===== src/rtl/fifo_pkt_framer.sv =====
// Pops words from an FWFT FIFO and emits them as fixed-length packets
// (optional header + pkt_len payload words) on a fully registered valid/ready stream.
module fifo_pkt_framer #(
    parameter int DATA_WIDTH = 32,
    parameter int LEN_WIDTH  = 8,
    parameter bit HDR_EN     = 1'b1
) (
    input  logic                  clk,
    input  logic                  rst,
    input  logic [DATA_WIDTH-1:0] fifo_dout,
    input  logic                  fifo_empty,
    output logic                  fifo_rd_en,
    input  logic [LEN_WIDTH-1:0]  pkt_len,
    output logic                  m_valid,
    input  logic                  m_ready,
    output logic [DATA_WIDTH-1:0] m_data,
    output logic                  m_first,
    output logic                  m_last,
    output logic [15:0]           pkt_cnt
);

    localparam int SEQ_WIDTH = DATA_WIDTH - LEN_WIDTH;

    localparam logic [1:0] ST_IDLE = 2'd0;
    localparam logic [1:0] ST_HDR  = 2'd1;
    localparam logic [1:0] ST_DATA = 2'd2;

    logic [1:0]            r_state;
    logic [LEN_WIDTH-1:0]  r_len;
    logic [LEN_WIDTH-1:0]  r_cnt;
    logic [SEQ_WIDTH-1:0]  r_seq;
    logic                  r_valid;
    logic [DATA_WIDTH-1:0] r_data;
    logic                  r_first;
    logic                  r_last;
    logic [15:0]           r_pkt_cnt;

    logic w_ld;
    logic w_start;
    logic w_hdr_load;
    logic w_pop;
    logic w_last_word;

    assign w_ld        = ~r_valid | m_ready;
    assign w_start     = (r_state == ST_IDLE) & ~fifo_empty & (pkt_len != '0);
    assign w_hdr_load  = (r_state == ST_HDR) & w_ld;
    // Gated by rst so no pop is requested while the block is held in reset.
    assign w_pop       = (r_state == ST_DATA) & w_ld & ~fifo_empty & ~rst;
    assign w_last_word = (r_cnt == (r_len - LEN_WIDTH'(1)));

    always_ff @(posedge clk or posedge rst) begin
        if (rst) begin
            r_state <= ST_IDLE;
            r_len   <= '0;
            r_cnt   <= '0;
            r_seq   <= '0;
        end else begin
            case (r_state)
                ST_IDLE: begin
                    if (w_start) begin
                        r_len   <= pkt_len;
                        r_cnt   <= '0;
                        r_state <= HDR_EN ? ST_HDR : ST_DATA;
                    end
                end
                ST_HDR: begin
                    if (w_hdr_load) begin
                        r_seq   <= r_seq + SEQ_WIDTH'(1);
                        r_state <= ST_DATA;
                    end
                end
                ST_DATA: begin
                    if (w_pop) begin
                        r_cnt <= r_cnt + LEN_WIDTH'(1);
                        if (w_last_word) begin
                            r_state <= ST_IDLE;
                            if (!HDR_EN) begin
                                r_seq <= r_seq + SEQ_WIDTH'(1);
                            end
                        end
                    end
                end
                default: r_state <= ST_IDLE;
            endcase
        end
    end

    always_ff @(posedge clk or posedge rst) begin
        if (rst) begin
            r_valid <= 1'b0;
            r_data  <= '0;
            r_first <= 1'b0;
            r_last  <= 1'b0;
        end else if (w_hdr_load) begin
            r_valid <= 1'b1;
            r_data  <= {r_seq, r_len};
            r_first <= 1'b1;
            r_last  <= 1'b0;
        end else if (w_pop) begin
            r_valid <= 1'b1;
            r_data  <= fifo_dout;
            r_first <= (HDR_EN == 1'b0) && (r_cnt == '0);
            r_last  <= w_last_word;
        end else if (m_ready) begin
            r_valid <= 1'b0;
        end
    end

    always_ff @(posedge clk or posedge rst) begin
        if (rst) begin
            r_pkt_cnt <= '0;
        end else if (r_valid & m_ready & r_last) begin
            r_pkt_cnt <= r_pkt_cnt + 16'd1;
        end
    end

    assign fifo_rd_en = w_pop;
    assign m_valid    = r_valid;
    assign m_data     = r_data;
    assign m_first    = r_first;
    assign m_last     = r_last;
    assign pkt_cnt    = r_pkt_cnt;

endmodule

===== config.mk =====
export PLATFORM = sky130hd
export DESIGN_NAME = fifo_pkt_framer
export DESIGN_NICKNAME = d
export VERILOG_FILES = /design/src/rtl/fifo_pkt_framer.sv
export SDC_FILE = /design/constraint.sdc
export NUM_CORES = 1
export LEC_CHECK = 0
export BUFFER_PORTS_ARGS = -buffer_cell sky130_fd_sc_hd__clkbuf_2
export CORE_MARGIN = 5
export CORE_UTILIZATION = 36
export DETAILED_ROUTE_END_ITERATION = 6
export GPL_ROUTABILITY_DRIVEN = 0
export REMOVE_ABC_BUFFERS = 1
export SETUP_SLACK_MARGIN = 0.5
export SLEW_MARGIN = 40
export SYNTH_ARGS = -nofsm -noshare
export SYNTH_HDL_FRONTEND = slang
export SYNTH_SLANG_ARGS = --single-unit
export TNS_END_PERCENT = 10

===== constraint.sdc =====
create_clock -name clk -period 3.2 [get_ports clk]
set_input_delay 0.96 -clock clk [delete_from_list [all_inputs] [get_ports clk]]
set_output_delay 0.96 -clock clk [all_outputs]
set_load 0.02 [all_outputs]

==> results of run 1 <==
==> sequential cells by signal (all words and copies together), names as in the netlist, 2 cells and up <==
name and cells:
r_len 8, r_seq 24, m_data 32, pkt_cnt 16, r_cnt 8, r_state 2
==> through the flow <==
stage               hold slack (ps)  power, W  setup TNS, ps  std cells  setup WS (ps)
global route                    501   0.00479              0        661            444
CTS                             469   0.00453              0        660            424
detailed placement              457   0.00333              0        643            377
global placement                462   0.00329              0        643            390
finish                          466   0.00449              0        661            457
floorplan                       446   0.00278         -16770        393           -180
==> final cells by class <==
class	instances	area share, %
clock buffers	10	4.51
clock inverters	6	1.72
inverters	6	0.519
multi-input cells	294	34.4
flip-flops and latches	93	43.9
well taps	143	3.38
repair buffers	109	11.5
==> per-layer routing <==
metal / global-route usage [%] / vias to the layer above
met5: 0 / -
met4: 6.73 / 0
met3: 3.03 / 16
met2: 22.7 / 88
met1: 21.4 / 1666
li1: - / 1631
==> cells in the mapped netlist (all sizes together) <==
| library cell | count |
|---|---|
| a22oi | 2 |
| a21oi | 1 |
| buf | 6 |
| inv | 6 |
| and4 | 7 |
| a31oi | 1 |
| a2111oi | 4 |
| nand3 | 18 |
| or4 | 1 |
| nand4b | 1 |
| mux2 | 7 |
| xor2 | 16 |
| nand2b | 5 |
| a22o | 1 |
| o22ai | 30 |
| dfrtp | 93 |
| a211oi | 4 |
| a311oi | 1 |
| nor3 | 5 |
| ha | 4 |
| o21ai | 6 |
| and3 | 7 |
| o21bai | 1 |
| mux2i | 1 |
| clkbuf | 14 |
| or2 | 1 |
| nor4 | 4 |
| nor2b | 2 |
| nand3b | 1 |
| a211o | 1 |
| and2 | 3 |
| a21o | 2 |
| xnor2 | 37 |
| nand4 | 9 |
| o211ai | 1 |
| nand2 | 37 |
| nor2 | 73 |
==> worst max-delay path: cells and delay by family <==
| family | cells | cell delay, ps |
|---|---|---|
| AND/OR/NAND/NOR | 1 | 540 |
| buffers and inverters | 3 | 270 |
==> power by group through the flow <==
stage / Combinational (W) / Clock, W / Sequential [W]
detailed placement: 0.00151 / 0 / 0.00182
global route: 0.00169 / 0.00126 / 0.00184
global placement: 0.00148 / 0 / 0.00181
floorplan: 0.000760 / 0 / 0.00202
CTS: 0.00152 / 0.00121 / 0.00180
finish: 0.00151 / 0.00118 / 0.00180
==> logic make-up (layout without fill, tap and decap cells) <==
group / Yosys count / count (layout) / synth area share, %
simple gates: 174 / 174 / 19.2
xor+xnor: 53 / 53 / 10.9
mux: 8 / 8 / 2.08
flops: 93 / 93 / 54.6
buf+inv: 26 / 131 / 2.58
compound gates: 55 / 55 / 9.48
fa+ha+maj: 4 / 4 / 1.17
==> repair_timing <==
item / 4_1_cts / 5_1_grt
setup buffers: 1 / 1
pin swaps: 0 / 1
gates cloned: 0 / 0
resized for setup: 4 / 7
endpoints found under the setup margin: 1 / 1
==> how the worst min path moves through the flow <==
stage / from / to / slack, ps / depth (start not counted)
after CTS: pkt_cnt[15] / pkt_cnt[15] / 470 / 1
after detailed placement: pkt_cnt[15] / pkt_cnt[15] / 460 / 1
after floorplan: r_seq[23] / r_seq[23] / 450 / 1
final: pkt_cnt[15] / pkt_cnt[15] / 470 / 1
after global placement: m_data[10] / m_data[10] / 460 / 2
after global routing: r_seq[23] / r_seq[23] / 500 / 1
==> flow_metrics.env, run 1 <==
export IMPL_outcome="finished clean"
export IMPL_post_route_min_period_ps=2740
export IMPL_num_nets_final=561
export IMPL_worstRegToRegCells=8
export IMPL_netSwitchingFraction_pct=37.7
export IMPL_ys_seq_elements=93
export IMPL_ys_types=43
export IMPL_r2r_start="r_state[0]"
export IMPL_syn2layout_area_growth_pct=24.4
export IMPL_first_global_vias=3406
export IMPL_drt_first_pass_iters=4
export IMPL_post_synth_instance_area_sq_um=4260
export IMPL_cts_sinks=93
export IMPL_cts_hold_buffers_added=0
export IMPL_p_leak_nw=2.55
export IMPL_worst_clock_skew_ps=5.99
export IMPL_worstMarginPinSlew_ps=665
export IMPL_cts_buffers=9
export IMPL_syn_area_per_cell_sq_um=10.3
export IMPL_grt_max_degree=51
export IMPL_mostFrequentLayoutCells="92 x clkbuf_2, 92 x dfrtp_1, 73 x nor2_1"
export IMPL_ctsHtreeMaxLevel=3
export IMPL_tritoncts="done"
export IMPL_utilization_pct=46.0
export IMPL_first_iter_violations=239
export IMPL_grt_setup_unrepaired="yes"
export IMPL_place_port_buffers=95
export IMPL_ys_top_cells_by_area="dfrtp_1 55%, xnor2_1 7.6%, nor2_1 6.4%"
export IMPL_multiInputGateArea_sq_um=1830
export IMPL_clockRootBuffer="clkbuf_16"
export IMPL_rows=39
export IMPL_initial_util_pct=37.0
export IMPL_power_density_nw_per_um2=846
export IMPL_post_dp_hpwl_um=7360
export IMPL_power_frac_comb_pct=33.6
export IMPL_crit_path_start_kind="primary input"
export IMPL_timing_final_setup_violations=0
export IMPL_cp_class="in2out"
export IMPL_antenna_left=0
export IMPL_groute_usage_overall_pct=15.2
export IMPL_globalRoute_totalOverflow=0
export IMPL_avgRoutedWirePerCell_um=15.6
export IMPL_slew_viol_final=0
export IMPL_number_of_i_o_pins=96
export IMPL_crit_chain="buf_8 > or4_4 > inv_4 > buf_8"
export IMPL_fin_crit_sh_pct=85.7
export IMPL_net_switching_power_w=0.00169
export IMPL_timing_critical_path_required_ps=2240
export IMPL_irDropWorstVdd_v=0.000390
export IMPL_capture_point_of_the_worst_reg_to_reg_path="r_state[1]"
export IMPL_detailroute_wirelength_met2_um=4630
export IMPL_worst_setup_path_startpoint="rst"
export IMPL_antennaDiodeCount=0
export IMPL_detail_route_vias_per_cell=5.15
export IMPL_clockBufferDepth=2
export IMPL_synth_yosys_warnings=0
export IMPL_cp_end_kind="output pin"
export IMPL_synth_top_area_share_pct=54.6
export IMPL_path_clk_slew_ps=60
export IMPL_drc_viols=0
export IMPL_dr_wl_met3_um=459
export IMPL_drt_wl_total_um=10300
export IMPL_layout_drive_gt1_share_pct=27.0
export IMPL_die_width_um=119
export IMPL_core_area_sq_um=11500
export IMPL_intPower_w=0.00279
export IMPL_synth_top_cell_by_area="dfrtp_1"
export IMPL_post_route_cell_area_sq_um=5300
export IMPL_wl_met1_um=4960
export IMPL_crit_path_max_incr_delay_ps=540
export IMPL_worst_hold_path_type="reg2reg"
export IMPL_detailed_place_area_sq_um=4920
export IMPL_full_die_area_sq_um=14100
export IMPL_via_count=3401
export IMPL_reg2reg_setup_slack_ps=840
export IMPL_maximum_operating_frequency_mhz=365
export IMPL_critical_path_endpoint="fifo_rd_en"
export IMPL_floorplan_die_height_um=119
export IMPL_antenna_violations_before_repair=0
export IMPL_clkLatencyLatePin_ps=350
export IMPL_seq_power_share_pct=40.1
export IMPL_sequential_cell_area_fraction_in_the_yosys_report_pct=54.6
export IMPL_timing_critical_path_slowest_stage_cell="or4_4"
export IMPL_fillers=1130
export IMPL_timing_slew_headroom_pct=55.3
export IMPL_arrival_ps=1780
export IMPL_critical_path_max_fanout=2
export IMPL_post_synthesis_cells=413
export IMPL_wire_length_of_the_first_global_routing_pass_um=17500
export IMPL_highest_signal_layer="met4"
export IMPL_clock_power_share_pct=26.3
export IMPL_max_cap_violations=0
export IMPL_cp_common_cell="buf_8"
export IMPL_area_sequential_sq_um=2330
export IMPL_hold_viol=0
Power figures use the tool's default switching activity.
==> inputs of run 2 (changes only) <==
--- a/config.mk
+++ b/config.mk
@@ -5,6 +5,7 @@
 export SDC_FILE = /design/constraint.sdc
 export NUM_CORES = 1
 export LEC_CHECK = 0
+export ABC_AREA = 1
 export BUFFER_PORTS_ARGS = -buffer_cell sky130_fd_sc_hd__clkbuf_2
 export CORE_MARGIN = 5
 export CORE_UTILIZATION = 36
==> run 2 against run 1 <==
Net effect: sequential power fell by 2%; critical path depth rose by 2; cell count rose by 23%; clock skew rose by 3.3 ps; sequential share of layout area fell by 1.7 points; critical path type unchanged; largest cell class unchanged; critical endpoint unchanged; highest routed layer unchanged; hold slack improved by 18 ps.
==> flow_metrics.env, run 2 <==
export IMPL_power_density_nw_per_um2=810
export IMPL_timing_critical_path_required_ps=2240
export IMPL_crit_path_max_incr_delay_ps=170
export IMPL_crit_path_start_kind="primary input"
export IMPL_synth_top_cell_by_area="dfrtp_1"
export IMPL_tritoncts="done"
export IMPL_dr_wl_met3_um=643
export IMPL_cp_class="in2out"
export IMPL_synthMostInstantiatedCell="nand2_1"
export IMPL_post_route_cell_area_sq_um=5520
export IMPL_path_clk_slew_ps=60
export IMPL_post_synthesis_cells=534
export IMPL_drt_first_pass_iters=5
export IMPL_detail_route_vias_per_cell=4.67
export IMPL_groute_usage_overall_pct=15.6
export IMPL_via_count=3780
export IMPL_syn_area_per_cell_sq_um=8.47
export IMPL_ys_seq_elements=93
export IMPL_wl_met1_um=5090
export IMPL_drc_viols=0
export IMPL_timing_critical_path_slowest_stage_cell="clkbuf_2"
export IMPL_drt_wl_total_um=10900
export IMPL_globalRoute_totalOverflow=0
export IMPL_initial_util_pct=36.3
export IMPL_floorplan_die_height_um=122
export IMPL_placed_cells=795
export IMPL_post_dp_hpwl_um=8120
export IMPL_leading_cell_types_by_count_after_synthesis="109 x nand2_1, 107 x nor2_1, 93 x dfrtp_1"
export IMPL_timing_slew_headroom_pct=62.6
export IMPL_cp_end_kind="output pin"
export IMPL_place_port_buffers=95
export IMPL_number_of_i_o_pins=96
export IMPL_layout_drive_gt1_share_pct=21.2
export IMPL_detailed_place_area_sq_um=5220
export IMPL_worst_hold_path_type="reg2reg"
export IMPL_mostFrequentLayoutCell="nand2_1"
export IMPL_max_cap_violations=0
export IMPL_mostFrequentLayoutCells="108 x nand2_1, 107 x nor2_1, 95 x clkbuf_2"
export IMPL_maximum_operating_frequency_mhz=388
export IMPL_dominant_synthesized_flop_cell="dfrtp_1"
export IMPL_antenna_left=0
export IMPL_ys_types=29
export IMPL_fin_crit_sh_pct=80.5
export IMPL_crit_chain="clkbuf_2 > inv_1 > nand2_2 > nand3_2 > inv_4 > clkbuf_2"
export IMPL_worstMarginPinSlew_ps=561
export IMPL_clkLatencyLatePin_ps=350
export IMPL_first_global_vias=3780
export IMPL_core_area_sq_um=12500
export IMPL_fillers=1245
export IMPL_first_iter_violations=254
export IMPL_final_cells=810
export IMPL_cts_sinks=93
export IMPL_arrival_ps=1620
export IMPL_grt_max_degree=52
export IMPL_cp_common_cell="clkbuf_2"
export IMPL_path_delay_family="buffers and inverters"
export IMPL_num_nets_final=682
export IMPL_detailroute_wirelength_met2_um=4940
export IMPL_grt_setup_unrepaired="no"
export IMPL_post_synth_instance_area_sq_um=4520
export IMPL_synth_top_area_share_pct=51.5
export IMPL_clockBufferDepth=2
export IMPL_hold_viol=0
export IMPL_critical_path_max_fanout=7
export IMPL_full_die_area_sq_um=14900
export IMPL_asyncSetResetFlopFracSynth_pct=100
export IMPL_p_leak_nw=2.81
export IMPL_post_route_min_period_ps=2580
export IMPL_synth_yosys_warnings=0
export IMPL_ys_top_cells_by_area="dfrtp_1 51%, nand2_1 9.1%, nor2_1 8.9%"
export IMPL_irDropWorstVdd_v=0.000313
export IMPL_area_sequential_sq_um=2330
export IMPL_synth_edf_count=0
export IMPL_wire_length_of_the_first_global_routing_pass_um=18300
export IMPL_cts_hold_buffers_added=0
export IMPL_avgRoutedWirePerCell_um=13.4
export IMPL_highest_signal_layer="met4"
export IMPL_worst_path_bufs_invs=4
export IMPL_multiInputGateArea_sq_um=1930
export IMPL_slew_viol_final=0
export IMPL_worst_clock_skew_ps=9.28
export IMPL_cts_buffers=9
export IMPL_die_width_um=122
export IMPL_syn2layout_area_growth_pct=22.0
export IMPL_rows=41
export IMPL_timing_final_setup_violations=0
export IMPL_ctsHtreeMaxLevel=3
export IMPL_number_of_flip_flops_in_the_largest_register=32
export IMPL_clockRootBuffer="clkbuf_16"
export IMPL_antennaDiodeCount=0
export IMPL_antenna_violations_before_repair=0
export IMPL_sequential_cell_area_fraction_in_the_yosys_report_pct=51.5
export IMPL_outcome="finished clean"
## run 2: cell types whose count changed after synthesis, sizes merged, moves of 5 or more
| cell | previous run | this run |
|---|---|---|
| and3 | 7 | 0 |
| nor2 | 73 | 116 |
| clkbuf | 14 | 6 |
| xor2 | 16 | 24 |
| nand2 | 37 | 112 |
| nand2b | 5 | 0 |
| o21ai | 6 | 17 |
| inv | 6 | 55 |
| and4 | 7 | 0 |
| mux2 | 7 | 0 |
| xnor2 | 37 | 21 |
| nand3 | 18 | 23 |
## run 2: where the power goes
| part | switching [W] | leakage (nW) | internal [W] |
|---|---|---|---|
| Combinational | 0.00107 | 1.49 | 0.000559 |
| Clock | 0.000433 | 0.143 | 0.000645 |
| Sequential | 0.000254 | 1.18 | 0.00151 |
| Total | 0.00176 | 2.81 | 0.00271 |
## run 2: path summary, 6_finish.rpt
check / from / to / slack, ps / cells past startpoint
hold reg to reg: r_seq[23] / r_seq[23] / 480 / 1
setup / recovery: m_ready / fifo_rd_en / 620 / 6
hold / removal: r_seq[23] / r_seq[23] / 480 / 1
setup reg to reg: r_state[0] / r_seq[21] / 1390 / 10
min in group asynchronous: rst / r_state[0] / 680 / 2
max in group asynchronous: rst / r_seq[9] / 1830 / 3
## run 2: metrics by stage
step	hold WS (ps)	util, %	power [W]	TNS, ps	setup WS, ps
finish	485	44.2	0.00447	0	624
global route	503	44.2	0.00482	0	524
CTS	488	44.2	0.00452	0	527
detailed placement	465	41.8	0.00342	0	532
global placement	456	41.8	0.00339	0	573
floorplan	442	-	0.00285	-16770	-180
## run 2: area by class of cell
class	instances	area share [%]
sequential	93	42.2
multi-input combinational	374	35.1
timing repair buffer	101	9.66
clock buffer	14	4.79
tap	172	3.90
inverter	55	3.83
clock inverter	1	0.544
## run 2: repair_timing
action / CTS / global route
setup buffers: 0 / 0
resized for setup: 0 / 2
setup endpoints to repair: 0 / 1
## run 2: cells by family after synthesis
| family | share of synthesized area [%] |
|---|---|
| adders and majority gates | 1.11 |
| DFF | 51.5 |
| xor gates and xnor gates | 8.72 |
| buffers and inverters | 5.78 |
| AOI/OAI and AO/OA | 6.61 |
| and+or+nand+nor | 26.3 |
## run 2: routing by layer
layer | vias to the layer above | GRT usage (%)
met5 | - | 0
met4 | 0 | 6.72
met3 | 13 | 3.44
met2 | 90 | 24.1
met1 | 1770 | 21.1
li1 | 1907 | -
## run 2: worst reg2reg max path, stage by stage (launching register included)
cell	delay, ps
dfrtp_1	440
inv_2	70
nor2_2	90
nand2_2	200
nor2_2	200
nand2_2	100
nor2_4	140
nand2_4	90
nor2_4	130
nand3_1	100
xor2_1	150
